### config.mk
export PLATFORM = sky130hd
export DESIGN_NAME = branch_ctrl
export DESIGN_NICKNAME = d
export VERILOG_FILES = /design/src/rtl/branch_ctrl.sv
export SDC_FILE = /design/constraint.sdc
export NUM_CORES = 1
export LEC_CHECK = 0
export ABC_AREA = 1
export BUFFER_PORTS_ARGS = -buffer_cell sky130_fd_sc_hd__buf_2
export CORE_AREA = 2 2 265 267
export DETAILED_ROUTE_END_ITERATION = 8
export DIE_AREA = 0 0 267 269
export SYNTH_ARGS = -nofsm -noshare
export SYNTH_HDL_FRONTEND = slang
export SYNTH_SLANG_ARGS = --single-unit
### constraint.sdc
create_clock -name clk -period 3.3 [get_ports clk]
set_clock_uncertainty 0.05 [all_clocks]
set_input_delay 0.33 -clock clk [delete_from_list [all_inputs] [get_ports clk]]
set_output_delay 0.33 -clock clk [all_outputs]
set_load 0.05 [all_outputs]
### src/rtl/branch_ctrl.sv
// rtl/branch_ctrl.sv - branch/jump resolution and fetch redirect controller
module branch_ctrl #(
    parameter int ADDR_WIDTH = 64,
    parameter int INST_WIDTH = 32
) (
    input  logic                  clk,
    input  logic                  rst_n,
    input  logic                  in_valid,
    output logic                  in_ready,
    input  logic [ADDR_WIDTH-1:0] pc,
    input  logic [INST_WIDTH-1:0] inst,
    output logic [ADDR_WIDTH-1:0] cur_pc,
    output logic [INST_WIDTH-1:0] cur_inst,
    input  logic [ADDR_WIDTH-1:0] bra_addr,
    input  logic [ADDR_WIDTH-1:0] jal_addr,
    input  logic [ADDR_WIDTH-1:0] jalr_addr,
    input  logic [ADDR_WIDTH-1:0] data_a,
    input  logic [ADDR_WIDTH-1:0] data_b,
    input  logic                  opnd_ready,
    input  logic                  kill,
    output logic                  redirect_valid,
    output logic [ADDR_WIDTH-1:0] redirect_pc,
    input  logic                  redirect_ready,
    output logic                  flush,
    output logic                  link_valid,
    output logic [4:0]            link_rd,
    output logic [ADDR_WIDTH-1:0] link_data,
    output logic                  misalign,
    output logic [31:0]           taken_cnt
);

    localparam logic [6:0] OP_BRANCH = 7'b1100011;
    localparam logic [6:0] OP_JAL    = 7'b1101111;
    localparam logic [6:0] OP_JALR   = 7'b1100111;
    localparam logic [ADDR_WIDTH-1:0] LINK_OFS = ADDR_WIDTH'(4);

    typedef enum logic [1:0] {
        IDLE     = 2'd0,
        EVAL     = 2'd1,
        REDIRECT = 2'd2
    } state_t;

    state_t state;

    logic [6:0]            cur_op;
    logic [2:0]            cur_f3;
    logic [4:0]            cur_rd;
    logic                  is_br;
    logic                  is_jal;
    logic                  is_jalr;
    logic                  br_taken;
    logic                  resolve;
    logic                  do_jump;
    logic                  in_ctrl;
    logic [ADDR_WIDTH-1:0] target;

    assign cur_op   = cur_inst[6:0];
    assign cur_f3   = cur_inst[14:12];
    assign cur_rd   = cur_inst[11:7];
    assign in_ready = (state == IDLE) && !kill;

    // Decode the latched instruction, evaluate the branch condition and pick the target
    always_comb begin
        is_br    = (cur_op == OP_BRANCH);
        is_jal   = (cur_op == OP_JAL);
        is_jalr  = (cur_op == OP_JALR);
        in_ctrl  = (inst[6:0] == OP_BRANCH) || (inst[6:0] == OP_JAL) || (inst[6:0] == OP_JALR);
        br_taken = 1'b0;
        case (cur_f3)
            3'b000:  br_taken = (data_a == data_b);
            3'b001:  br_taken = (data_a != data_b);
            3'b100:  br_taken = ($signed(data_a) <  $signed(data_b));
            3'b101:  br_taken = ($signed(data_a) >= $signed(data_b));
            3'b110:  br_taken = (data_a <  data_b);
            3'b111:  br_taken = (data_a >= data_b);
            default: br_taken = 1'b0;
        endcase
        target = bra_addr;
        if (is_jal) begin
            target = jal_addr;
        end else if (is_jalr) begin
            target = jalr_addr;
        end
        // JAL needs no register operands, so it never waits on forwarding
        resolve = is_jal || opnd_ready;
        do_jump = is_jal || is_jalr || (is_br && br_taken);
    end

    // Control FSM with registered redirect, link and pulse outputs; kill overrides everything
    always_ff @(posedge clk or negedge rst_n) begin
        if (!rst_n) begin
            state          <= IDLE;
            cur_pc         <= '0;
            cur_inst       <= '0;
            redirect_valid <= 1'b0;
            redirect_pc    <= '0;
            flush          <= 1'b0;
            link_valid     <= 1'b0;
            link_rd        <= '0;
            link_data      <= '0;
            misalign       <= 1'b0;
            taken_cnt      <= '0;
        end else begin
            flush      <= 1'b0;
            link_valid <= 1'b0;
            misalign   <= 1'b0;
            if (kill) begin
                state          <= IDLE;
                redirect_valid <= 1'b0;
            end else begin
                case (state)
                    IDLE: begin
                        // Non-control opcodes are consumed and dropped
                        if (in_valid && in_ctrl) begin
                            cur_pc   <= pc;
                            cur_inst <= inst;
                            state    <= EVAL;
                        end
                    end
                    EVAL: begin
                        if (resolve) begin
                            if (!do_jump) begin
                                state <= IDLE;
                            end else begin
                                redirect_pc <= target;
                                if (target[1]) begin
                                    misalign <= 1'b1;
                                    state    <= IDLE;
                                end else begin
                                    redirect_valid <= 1'b1;
                                    flush          <= 1'b1;
                                    state          <= REDIRECT;
                                    if (!is_br && (cur_rd != 5'd0)) begin
                                        link_valid <= 1'b1;
                                        link_rd    <= cur_rd;
                                        link_data  <= cur_pc + LINK_OFS;
                                    end
                                end
                            end
                        end
                    end
                    REDIRECT: begin
                        if (redirect_ready) begin
                            redirect_valid <= 1'b0;
                            taken_cnt      <= taken_cnt + 32'd1;
                            state          <= IDLE;
                        end
                    end
                    default: begin
                        state          <= IDLE;
                        redirect_valid <= 1'b0;
                    end
                endcase
            end
        end
    end

endmodule

Word-level counts from Yosys, hierarchy flattened
Index checks and enable logic that the tools add are counted.
{"block": "op_classes", "mux": 32, "bitwise": 2, "add_sub_neg": 2, "reduce_logical": 20, "n_lt_le_gt_ge": 4, "n_eq_ne": 21}
{"cell": "$ge A64 B64 Y1", "count": 2}
{"cell": "$lt A64 B64 Y1", "count": 2}
{"cell": "$mux W64", "count": 2}
{"cell": "$add A64 B3 Y64 const B", "count": 1}
{"cell": "$eq A64 B64 Y1", "count": 1}
{"cell": "$ne A64 B64 Y1", "count": 1}
{"cell": "$eq A7 B7 Y1 const B", "count": 6}
{"cell": "$add A32 B1 Y32 const B", "count": 1}
{"cell": "$mux W1", "count": 21}
{"cell": "$eq A3 B3 Y1 const B", "count": 4}
{"cell": "$mux W2", "count": 6}
{"cell": "$ne A3 B3 Y1 const B", "count": 4}
{"cell": "$reduce_and A3 Y1", "count": 3}
{"cell": "$pmux W1 S6", "count": 1}
{"cell": "$pmux W2 S3", "count": 1}
{"cell": "$reduce_and A6 Y1", "count": 1}
{"cell": "$logic_or A1 B1 Y1", "count": 5}
{"cell": "$reduce_and A5 Y1", "count": 1}
{"cell": "$reduce_bool A5 Y1", "count": 1}
{"cell": "$logic_and A1 B1 Y1", "count": 4}
{"cell": "$reduce_and A4 Y1", "count": 1}
{"cell": "$eq A3 B1 Y1 const B", "count": 1}
{"cell": "$logic_not A3 Y1", "count": 1}
{"cell": "$ne A3 B2 Y1 const B", "count": 1}
{"cell": "other kinds (7)", "count": 9}
{"block": "totals", "regBits": 267, "elab_cells": 92}

Logic depth before layout (Yosys ltp)
Gate-level depths: netlist (run 1).
{"block": "logic_depth", "ltp_word": 9, "depth_mapped": 26, "ltp_nobuf": 25}

Worst setup path after synthesis (run 1)
OpenSTA, ideal clock, no wires.
{"block": "synth_path", "path_kind": "register to register", "startpoint": "register cur_pc[3]", "endpoint": "register link_data[60]", "arrival_time_ns": 2.649, "setup_slack_ns": 0.535, "t_required_ns": 3.184, "path_stages_with_launch": 15, "setup_time_ns": 0.066, "path_cell_list": "dfrtp_1 > ha_1 > nand3_1 > nor2_1 > nand4_2 > nor3_4 > nand4_2 > nor2_2 > nand3_2 > nor2_4 > nand2_1 > nor2_1 > xor2_1 > nand4_1 > nand2_1"}
{"block": "synth_via", "elab_chain_len": 1}
{"element": "start: declaration", "line": "12", "rtl": "output logic [ADDR_WIDTH-1:0] cur_pc,"}
{"element": "start signal: assignment", "line": "115", "rtl": "cur_pc <= pc;"}
{"element": "$add A64 B3 Y64", "line": "136", "rtl": "link_data <= cur_pc + LINK_OFS;"}
{"element": "end signal: assignment", "line": "136"}
{"element": "end: declaration", "line": "27", "rtl": "output logic [ADDR_WIDTH-1:0] link_data,"}
No other way between the ends.
A chain may end at the register's enable or synchronous reset.

Worst setup path after layout (run 1)
{"block": "layout_path", "startpoint": "register cur_pc[2]", "endpoint": "register link_data[62]"}
Same word-level chain as after synthesis.

==> results.yml, run 1 <==
global_route:
  grt_pass1_vias: 15900
  grt-ovfl-total: 0
  grt_antenna_before_repair: 7
  grt_max_degree: 127
  grt_pass1_wl_um: 96300
  grt_usage_pct: 17.6
floorplanning:
  ios: 688
  die_h_um: 269
  core_um2: 69300
  dieArea_um2: 71800
  start_util_pct: 21.9
  dieWidth_um: 267
  placementRows: 97
synth:
  synth_compound_area_share_pct: 6.40
  synth_top_family_by_area: "simple AND/OR/NAND/NOR gates"
  ys_ff_latch: 267
  seq_area_frac_synth_pct: 44.0
  synthesis.nets: 2402
  synth.top_cell.area_share_pct: 44.0
  yosysTopAreaCell: "dfrtp_1"
  muxShareOfSynthArea_pct: 3.19
  yosys.area_share.simple_pct: 29.0
  synth_xor_area_share_pct: 4.84
  synth_ff_type: "dfrtp_1"
  avgSynthCellArea_um2: 7.93
  ys_types: 44
  yosys_warnings: 0
  syn-instance-count: 1914
  synthesis.area_um2: 15200
  synthTopCellsByArea: "dfrtp_1 44%, nand2_1 15%, ha_1 5.4%"
  async_flop_share_pct: 100
  synth_edf_count: 0
  synthAdderAreaFrac_pct: 5.44
routing:
  met3_length_um: 5150
  wl_met1_um: 27200
  vias: 16000
  top_layer: "met5"
  ant_nets: 0
  vias_per_cell: 4.37
  drtIter0Drc: 1004
  wl_per_cell_um: 17.9
  wl_met2_um: 30300
  post-route-drc-count: 0
  drtPass1Iterations: 5
  wl_um: 65500
clock_tree:
  hold_buffers: 88
  cts_inserted_buffers: 34
  cts.htree.levels: 2
  cts_root_buf: "clkbuf_16"
  cts.sinks: 267
  cts_resized: 0
  clk_latency_ns: 0.53
  cts_tree: "yes"
  clk_path_buf_depth: 3
  cts_setup_buffers: 0
  clk_pin_slew_ns: 0.06
timing:
  min_period_ns: 3.06
  slew-limit-headroom_pct: 53.2
  setup_violations: 0
  finalHoldViolCount: 0
  fmax_mhz: 327
  fin_tns_setup_ns: 0
  rsz0062_at_grt: "no"
  final.period_utilization_pct: 92.7
  holdWs_ns: 0.0282
  setup_ws_ns: 0.239
  slew_viol_final: 0
  worst_pin_slew_ns: 0.702
setup_path:
  cp_max_fo: 4
  cp.arrival_ns: 3.48
  path_class: "flip-flop to flip-flop"
  crit_buf_inv: 0
  cp_slowest_cell: "nor4_1"
  cp_cell_sequence: "ha_1, nand3_1, nor2_1, nand4_2, nor3_4, nand3_1, nor2_1, nand4_1, nor4_1, xor2_1, nand4_1, nand2_1"
  cp_top_family: "simple AND/OR/NAND/NOR gates"
  endpoint_kind: "flip-flop"
  required_ns: 3.72
  cpPeakStageDelay_ns: 0.54
  startpoint_type: "flip-flop"
placed_design:
  globalplace.congestion: 0.935
  place_ws_ns: 0.0320
  place_area_um2: 20100
  io_buffers: 687
  hpwl_um: 52800
run:
  drv_cap: 0
pwr:
  leakagePower_nw: 12.5
  power_density_nw_per_um2: 435
  totalPowerFinal_w: 0.00960
  ir_drop_uv: 381
cells_and_area:
  nets: 3185
  fin_area_um2: 22100
  synthToLayoutAreaGrowth_pct: 45.4
  drive_gt1_share_pct: 32.5
run_status:
  status: "completed"
worst_hold_path:
  hp-class: "input pin to flip-flop"
## state kept, by name, indices dropped and copies added, names as in the netlist
| register | flops |
|---|---|
| cur_pc | 64 |
| link_data | 64 |
| link_rd | 5 |
| taken_cnt | 32 |
| link_valid | 1 |
| redirect_valid | 1 |
| cur_inst | 32 |
| flush | 1 |
| misalign | 1 |
| redirect_pc | 64 |
| state | 2 |
## cell usage in the layout, fill, tap and decap left out, drive strengths merged, types with 2 or more instances in the layout
master	count
nor3	44
ha	66
buf	744
nand4	96
xnor2	16
bufinv	4
clkinvlp	3
diode	5
nand3	39
dlygate4sd3	88
xor2	68
clkinv	5
clkbuf	44
o21ai	9
a21oi	86
inv	182
nor4	10
o21a	3
and2	3
dfrtp	267
nand2	626
nor3b	6
mux2	43
nor2	193
a31oi	65
o21bai	2
## per-layer routing
metal,vias to the layer above,global-route usage (%)
met3,134,4.80
met1,7445,21.6
met5,-,0
met2,644,28.9
li1,7797,-
met4,2,8.31
## path summary, 6_finish.rpt
kind	startpoint	endpoint	slack, ns	cells after the start
max in group asynchronous	rst_n	redirect_pc[24]$_DFFE_PN0P_	2.03	3
min in group asynchronous	rst_n	taken_cnt[11]$_DFFE_PN0P_	0.34	2
worst min register to register	redirect_pc[41]$_DFFE_PN0P_	redirect_pc[41]$_DFFE_PN0P_	0.41	2
worst min-delay path	pc[40]	cur_pc[40]$_DFFE_PN0P_	0.03	3
worst max-delay path	cur_pc[2]$_DFFE_PN0P_	link_data[62]$_DFFE_PN0P_	0.24	12
worst max register to register	cur_pc[2]$_DFFE_PN0P_	link_data[62]$_DFFE_PN0P_	0.24	12
## worst register-to-register path: cells and delay by family (launching register included)
kind	cells	cell delay (ns)
DFF	1	0.41
xor gates and xnor gates	1	0.19
and+or+nand+nor	10	2.12
adders and majority gates	1	0.23
## where the power goes
part	internal, W	switching, W
Combinational	0.000720	0.00145
Sequential	0.00341	0.000162
Clock	0.00231	0.00155
## stage by stage
step / utilization [%] / std cells
CTS: 31.9 / 3660
finish: 31.9 / 3665
global placement: 28.9 / 3513
global route: 31.9 / 3664
detailed placement: 28.9 / 3513
floorplan: - / 1914
## logic make-up (layout without fill, tap and decap cells)
logic type / Yosys count / count (layout)
simple gates: 1020 / 1020
flops: 267 / 267
buf+inv: 264 / 1070
compound gates: 170 / 170
xor+xnor: 84 / 84
fa+ha+maj: 66 / 66
mux: 43 / 43
other cells: 0 / 5
## final cells by class
class / instances / area, µm²
flip-flops and latches: 267 / 6680
well taps: 940 / 1180
inverters: 179 / 672
repair buffers: 832 / 4930
clock inverters: 15 / 209
multi-input cells: 1383 / 7480
clock buffers: 44 / 928
diodes: 5 / 12.5
fillers: 7447 / 47200
## Yosys cell counts, types with 3 or more instances
library cell	number
buf_6	5
nor3b_2	4
nor2_2	7
xor2_1	68
nand3_1	35
nand4_2	5
buf_2	16
buf_4	8
o21a_1	3
nor4_1	9
dfrtp_1	267
nor2_1	184
nor3_1	37
and2_1	3
mux2_2	43
xnor2_1	16
o21ai_0	7
a31oi_1	65
nand4_1	91
clkbuf_1	54
nor3_2	5
a21oi_1	85
ha_1	66
nand3_2	4
inv_1	178
nand2_1	624
Power figures use the tool's default switching activity.
==> run 2: changes to the inputs <==
Settings changed: CELL_PAD_IN_SITES_DETAIL_PLACEMENT from default to 1, CELL_PAD_IN_SITES_GLOBAL_PLACEMENT from default to 1, CORE_AREA 2 2 265 267 to 2 2 271 273, DIE_AREA 0 0 267 269 to 0 0 273 275, PLACE_DENSITY_LB_ADDON from default to 0.1.
==> run 2 against run 1 <==
  * Fmax grew 0.47%
  * Highest routed layer unchanged
  * Sequential cell count is the same
  * Power grew 1.3%
  * Via count shrank 0.47%
  * Core utilization shrank 1.3 points
  * Global-route usage grew 1.2 points
  * Critical path type unchanged
  * Die area grew 4.5%
  * Clock-buffer cell count grew 6
  * Combinational power is essentially flat
  * Setup slack gained 0.014 ns
  * First-iteration DRC count shrank 29%
==> results.yml, run 2 (synthesis results as in run 1) <==
global_route:
  grt_pass1_vias: 17200
  grt_antenna_before_repair: 10
  grt_max_degree: 136
  grt_usage_pct: 18.9
  grt_pass1_wl_um: 108000
  grt-ovfl-total: 0
placed_design:
  place_area_um2: 20000
  io_buffers: 687
  hpwl_um: 57600
  place_ws_ns: -0.0260
  globalplace.congestion: 0.878
floorplanning:
  start_util_pct: 21.0
  dieArea_um2: 75100
  dieWidth_um: 273
  placementRows: 99
  ios: 688
  die_h_um: 275
  core_um2: 72300
pwr:
  power_density_nw_per_um2: 440
  leakagePower_nw: 12.5
  totalPowerFinal_w: 0.00973
  ir_drop_uv: 300
setup_path:
  required_ns: 3.73
  cpPeakStageDelay_ns: 0.40
  worst-path-stages: 12
  startpoint: "cur_pc[2]$_DFFE_PN0P_"
  startpoint_type: "flip-flop"
  worstSetupEndpoint: "link_data[62]$_DFFE_PN0P_"
  r2r-start: "cur_pc[2]$_DFFE_PN0P_"
  cp_max_fo: 4
  crit_buf_inv: 0
  path_class: "flip-flop to flip-flop"
  reg2regPathDepth: 12
  r2r_end: "link_data[62]$_DFFE_PN0P_"
  endpoint_kind: "flip-flop"
  cp_cell_sequence: "ha_1, nand3_1, nor2_1, nand4_2, nor3_4, nand3_1, nor2_1, nand4_1, nor4_1, xor2_1, nand4_1, nand2_1"
  cp.arrival_ns: 3.48
  cp_slowest_cell: "nor4_1"
  cp_top_family: "simple AND/OR/NAND/NOR gates"
  regToRegSetupSlack_ns: 0.25
cells_and_area:
  mostFrequentLayoutCells: "686 x buf_2, 620 x nand2_1, 267 x dfrtp_1"
  final_common_cell: "buf_2"
  drive_gt1_share_pct: 32.1
  top_regs: "cur_pc x64, link_data x64, redirect_pc x64"
  seq_area_um2: 6680
  multiInputGateArea_um2: 7490
  n_fill_cell: 8865
  nets: 3173
  synthToLayoutAreaGrowth_pct: 45.4
  fin_area_um2: 22100
  post-route-util_pct: 30.5
clock_tree:
  cts_root_buf: "clkbuf_16"
  clk_path_buf_depth: 3
  cts_setup_buffers: 0
  clk_pin_slew_ns: 0.06
  clk_latency_ns: 0.56
  cts_inserted_buffers: 36
  cts.sinks: 267
  cts.htree.levels: 2
  cts_tree: "yes"
timing:
  fmax_mhz: 328
  final.period_utilization_pct: 92.3
  slew-limit-headroom_pct: 48.3
  worst_pin_slew_ns: 0.774
  setup_ws_ns: 0.254
  min_period_ns: 3.05
  slew_viol_final: 0
  finalHoldViolCount: 0
  setup_violations: 0
  rsz0062_at_grt: "no"
routing:
  vias_per_cell: 4.34
  drtIter0Drc: 717
  ant_nets: 0
  wl_per_cell_um: 19.7
  post-route-drc-count: 0
  vias: 15900
  wl_um: 72500
  drtPass1Iterations: 4
run_status:
  status: "completed"
run:
  drv_cap: 0
worst_hold_path:
  hp-class: "input pin to flip-flop"
-- run 2: cell count changes in the layout (fill, tap and decap cells not counted), moves of 2 or more --
cell / before / now
inv_6: 3 / 1
clkbuf_1: 6 / 10
nor3_2: 5 / 7
clkbuf_16: 34 / 36
nor3_1: 37 / 35
clkinv_2: 3 / 7
buf_4: 43 / 23
buf_12: 14 / 17
dlygate4sd3_1: 88 / 91
-- run 2: per-stage QoR --
stage               hold WS [ns]  std cells  TNS, ns
floorplan                -0.0156       1914        0
global placement           0.295       3515        0
detailed placement         0.291       3515  -0.0979
CTS                     0.000389       3670        0
global route              0.0281       3673        0
finish                    0.0297       3675        0
-- run 2: what timing repair did --
item / 4_1_cts / 5_1_grt
gates resized for setup: 0 / 2
hold endpoints to repair: 148 / 0
setup endpoints to repair: 0 / 2
hold buffers: 91 / 0
-- run 2: worst reg2reg max path: stages, from the launching register on --
cell and delay, ns:
dfrtp_1 0.39, ha_1 0.21, nand3_1 0.13, nor2_1 0.20, nand4_2 0.16, nor3_4 0.30, nand3_1 0.18, nor2_1 0.24
nand4_1 0.32, nor4_1 0.40, xor2_1 0.20, nand4_1 0.12, nand2_1 0.08
-- run 2: worst min path at each step --
stage	start	cells after the start	slack, ns	endpoint
CTS	pc[40]	3	0.0004	cur_pc[40]$_DFFE_PN0P_
global placement	rst_n	1	0.29	link_data[50]$_DFFE_PN0P_
detailed placement	rst_n	1	0.29	cur_pc[45]$_DFFE_PN0P_
finish	pc[40]	3	0.03	cur_pc[40]$_DFFE_PN0P_
global route	pc[40]	3	0.03	cur_pc[40]$_DFFE_PN0P_
floorplan	rst_n	0	-0.02	cur_inst[0]$_DFFE_PN0P_
-- run 2: metal layers --
| metal | part of all wire (%) | global-route usage, % | vias to the layer above | wire, µm |
|---|---|---|---|---|
| li1 | - | - | 7761 | - |
| met1 | 41 | 22.5 | 7676 | 29900 |
| met2 | 50 | 33.4 | 408 | 36300 |
| met3 | 5.9 | 4.73 | 96 | 4270 |
| met4 | 2.7 | 5.58 | 6 | 1990 |
| met5 | 0.054 | 0 | - | 39 |
-- run 2: cell type report --
| cell class | count | share of cell area, % |
|---|---|---|
| clock buffers | 50 | 4.50 |
| clock inverters | 14 | 0.748 |
| repair buffers | 818 | 22.1 |
| inverters | 179 | 3.04 |
| diodes | 5 | 0.0567 |
| flip-flops and latches | 267 | 30.3 |
| well taps | 959 | 5.43 |
| multi-input cells | 1383 | 33.9 |
-- run 2: where the power goes --
group	total (W)	leakage, nW	internal (W)	switching [W]
clock network	0.00395	0.566	0.00235	0.00161
logic	0.00220	8.51	0.000728	0.00147
registers	0.00358	3.42	0.00341	0.000165
==> run 3: changes to the inputs <==
Settings changed: ABC_AREA 1 to 0, CORE_AREA 2 2 271 273 to 2 2 266 268, DIE_AREA 0 0 273 275 to 0 0 268 270.
==> run 3 against run 2 <==
  * Critical path depth is 2 higher
  * Non-clock buffer count grew 9
  * Sequential power barely moved
  * Critical path type is now input pin to flip-flop
  * Largest cell class unchanged
  * Largest power group unchanged
==> results.yml, run 3 <==
clock_tree:
  cts.htree.levels: 2
  clk_pin_slew_ns: 0.06
  cts_setup_buffers: 0
  cts.sinks: 267
  cts_inserted_buffers: 37
  cts_root_buf: "clkbuf_16"
  clk_latency_ns: 0.55
  cts_tree: "yes"
  cts_resized: 0
  clk_path_buf_depth: 3
routing:
  vias: 13000
  post-route-drc-count: 0
  ant_nets: 0
  wl_per_cell_um: 19.6
  drtIter0Drc: 349
  wl_um: 61100
  drtPass1Iterations: 6
  vias_per_cell: 4.17
synth:
  synth_xor_area_share_pct: 5.63
  yosys.area_share.simple_pct: 12.3
  seq_area_frac_synth_pct: 47.2
  ys_types: 49
  synth_top_family_by_area: "multiplexers"
  synth_ff_type: "dfrtp_1"
  syn-instance-count: 1339
  synthesis.nets: 1827
  async_flop_share_pct: 100
  yosysMostFrequentCell: "dfrtp_1"
  synth_compound_area_share_pct: 7.21
  synthTopCellsByArea: "dfrtp_1 47%, mux2_2 13%, ha_1 5.8%"
  yosys_warnings: 0
  synth_edf_count: 0
  muxShareOfSynthArea_pct: 18.0
  synthesis.area_um2: 14200
  synthAdderAreaFrac_pct: 5.84
  yosysTopAreaCell: "dfrtp_1"
  synth.top_cell.area_share_pct: 47.2
  avgSynthCellArea_um2: 10.6
  ys_ff_latch: 267
  ys_top_cells_by_count: "267 x dfrtp_1, 189 x nand2_1, 159 x mux2_2"
setup_path:
  cpPeakStageDelay_ns: 0.39
  cp_max_fo: 15
  r2r_end: "redirect_pc[27]$_DFFE_PN0P_"
  cp.arrival_ns: 3.30
  r2r-start: "cur_inst[4]$_DFFE_PN0P_"
  required_ns: 3.67
  cp_cell_sequence: "buf_2, inv_1, ha_1, and4_1, nor4bb_1, buf_4, nand3_1, a31oi_1, or4_1, o211ai_2, a211oi_4, buf_12, buf_12, mux2_2"
  cp_slowest_cell: "nor4bb_1"
  reg2regPathDepth: 9
  worst_path_most_repeated_cell: "buf_12"
  startpoint_type: "input pin"
  regToRegSetupSlack_ns: 0.47
  path_class: "input pin to flip-flop"
  endpoint_kind: "flip-flop"
floorplanning:
  ios: 688
  core_um2: 69500
  dieWidth_um: 268
  start_util_pct: 20.4
  placementRows: 97
  dieArea_um2: 72400
  die_h_um: 270
global_route:
  grt_antenna_before_repair: 14
  grt_pass1_vias: 14100
  grt_max_degree: 129
  grt_pass1_wl_um: 90000
  grt_usage_pct: 16.5
  grt-ovfl-total: 0
cells_and_area:
  nets: 2636
  n_fill_cell: 8146
  final_common_cell: "buf_2"
  top_regs: "cur_pc x64, link_data x64, redirect_pc x64"
  post-route-util_pct: 30.5
  drive_gt1_share_pct: 44.3
  fin_cells: 3119
  fin_area_um2: 21200
  synthToLayoutAreaGrowth_pct: 49.7
  mostFrequentLayoutCells: "686 x buf_2, 266 x dfrtp_1, 189 x nand2_1"
pwr:
  leakagePower_nw: 11.2
  pwr-share-seq_pct: 39.0
  p_int_w: 0.00645
  switchingPower_w: 0.00280
  p_clk_share_pct: 42.5
  totalPowerFinal_w: 0.00925
  p_sw_share_pct: 30.3
  power.share.combinational_pct: 18.5
  power_density_nw_per_um2: 437
  ir_drop_uv: 277
worst_hold_path:
  hp-class: "input pin to flip-flop"
  hold_start: "bra_addr[51]"
  worstHoldEndpoint: "redirect_pc[51]$_DFFE_PN0P_"
  hold_depth: 4
placed_design:
  place_area_um2: 19100
  dp.cells: 2956
  hpwl_um: 49400
  place_ws_ns: -0.207
  io_buffers: 687
  globalplace.congestion: 0.837
timing:
  setup_violations: 0
  setup_ws_ns: 0.364
  final.period_utilization_pct: 89.0
  rsz0062_at_grt: "no"
  slew_viol_final: 0
  min_period_ns: 2.94
  finalHoldViolCount: 0
  worst_pin_slew_ns: 0.799
  fmax_mhz: 341
  slew-limit-headroom_pct: 46.7
run_status:
  status: "completed"
run:
  drv_cap: 0
run 3: timing repair:
action	in CTS	in global routing
endpoints found under the hold margin	164	0
setup endpoints to repair	0	0
hold buffers	93	0
run 3: stage by stage:
step,TNS [ns],hold slack (ns)
6_report,0,0.0835
5_1_grt,0,0.0797
4_1_cts,0,0.0323
3_5_place_dp,-11.47,0.360
3_3_place_gp,-12.03,0.361
2_1_floorplan,0,-0.0156
run 3: worst max path at each step:
| stage | from | end | slack (ns) | depth (start not counted) |
|---|---|---|---|---|
| 6_report | data_b[38] | redirect_pc[27]$_DFFE_PN0P_ | 0.36 | 14 |
| 3_3_place_gp | data_b[38] | redirect_pc[26]$_DFFE_PN0P_ | -0.21 | 14 |
| 3_5_place_dp | data_b[38] | redirect_pc[32]$_DFFE_PN0P_ | -0.21 | 14 |
| 5_1_grt | data_b[38] | redirect_pc[31]$_DFFE_PN0P_ | 0.16 | 14 |
| 2_1_floorplan | data_b[63] | redirect_pc[4]$_DFFE_PN0P_ | 0.22 | 11 |
| 4_1_cts | data_b[38] | redirect_pc[32]$_DFFE_PN0P_ | 0.37 | 14 |
run 3: routing by layer:
metal / track usage (%) / vias up / wire length, µm
met2: 29.9 / 404 / 31400
met5: 0 / - / 26
li1: - / 6303 / -
met4: 4.98 / 6 / 1460
met1: 17.9 / 6234 / 23100
met3: 5.78 / 74 / 5180
run 3: power by group through the flow:
stage	Combinational (W)	Sequential [W]	Clock, W
2_1_floorplan	0.000490	0.00408	0
3_3_place_gp	0.00164	0.00366	0
3_5_place_dp	0.00165	0.00366	0
4_1_cts	0.00175	0.00361	0.00413
5_1_grt	0.00187	0.00363	0.00423
6_report	0.00172	0.00360	0.00393
run 3: final cells by class:
type,instances,area [µm²],share of cell area (%)
Antenna cell,8,20.0,0.0945
Clock buffer,51,1040,4.91
Clock inverter,11,131,0.620
Inverter,73,274,1.29
Multi-Input combinational cell,942,6970,32.9
Sequential cell,267,6690,31.6
Tap cell,940,1180,5.55
Timing Repair Buffer,827,4890,23.1
run 3: cells by family (layout without fill, tap and decap cells):
logic type,after synthesis,in the layout
muxes,234,234
DFF,267,267
buffers and inverters,130,962
other,0,8
AOI/OAI and AO/OA,187,187
adders and majority gates,66,66
and+or+nand+nor,364,364
xor gates and xnor gates,91,91
run 3: worst max-delay path: cells and delay by family:
kind | cells | cell delay [ns]
AO/OA/AOI/OAI | 3 | 0.76
adder cells (fa/ha/maj) | 1 | 0.31
buffers and inverters | 5 | 0.65
multiplexers | 1 | 0.34
AND/OR/NAND/NOR | 4 | 0.91
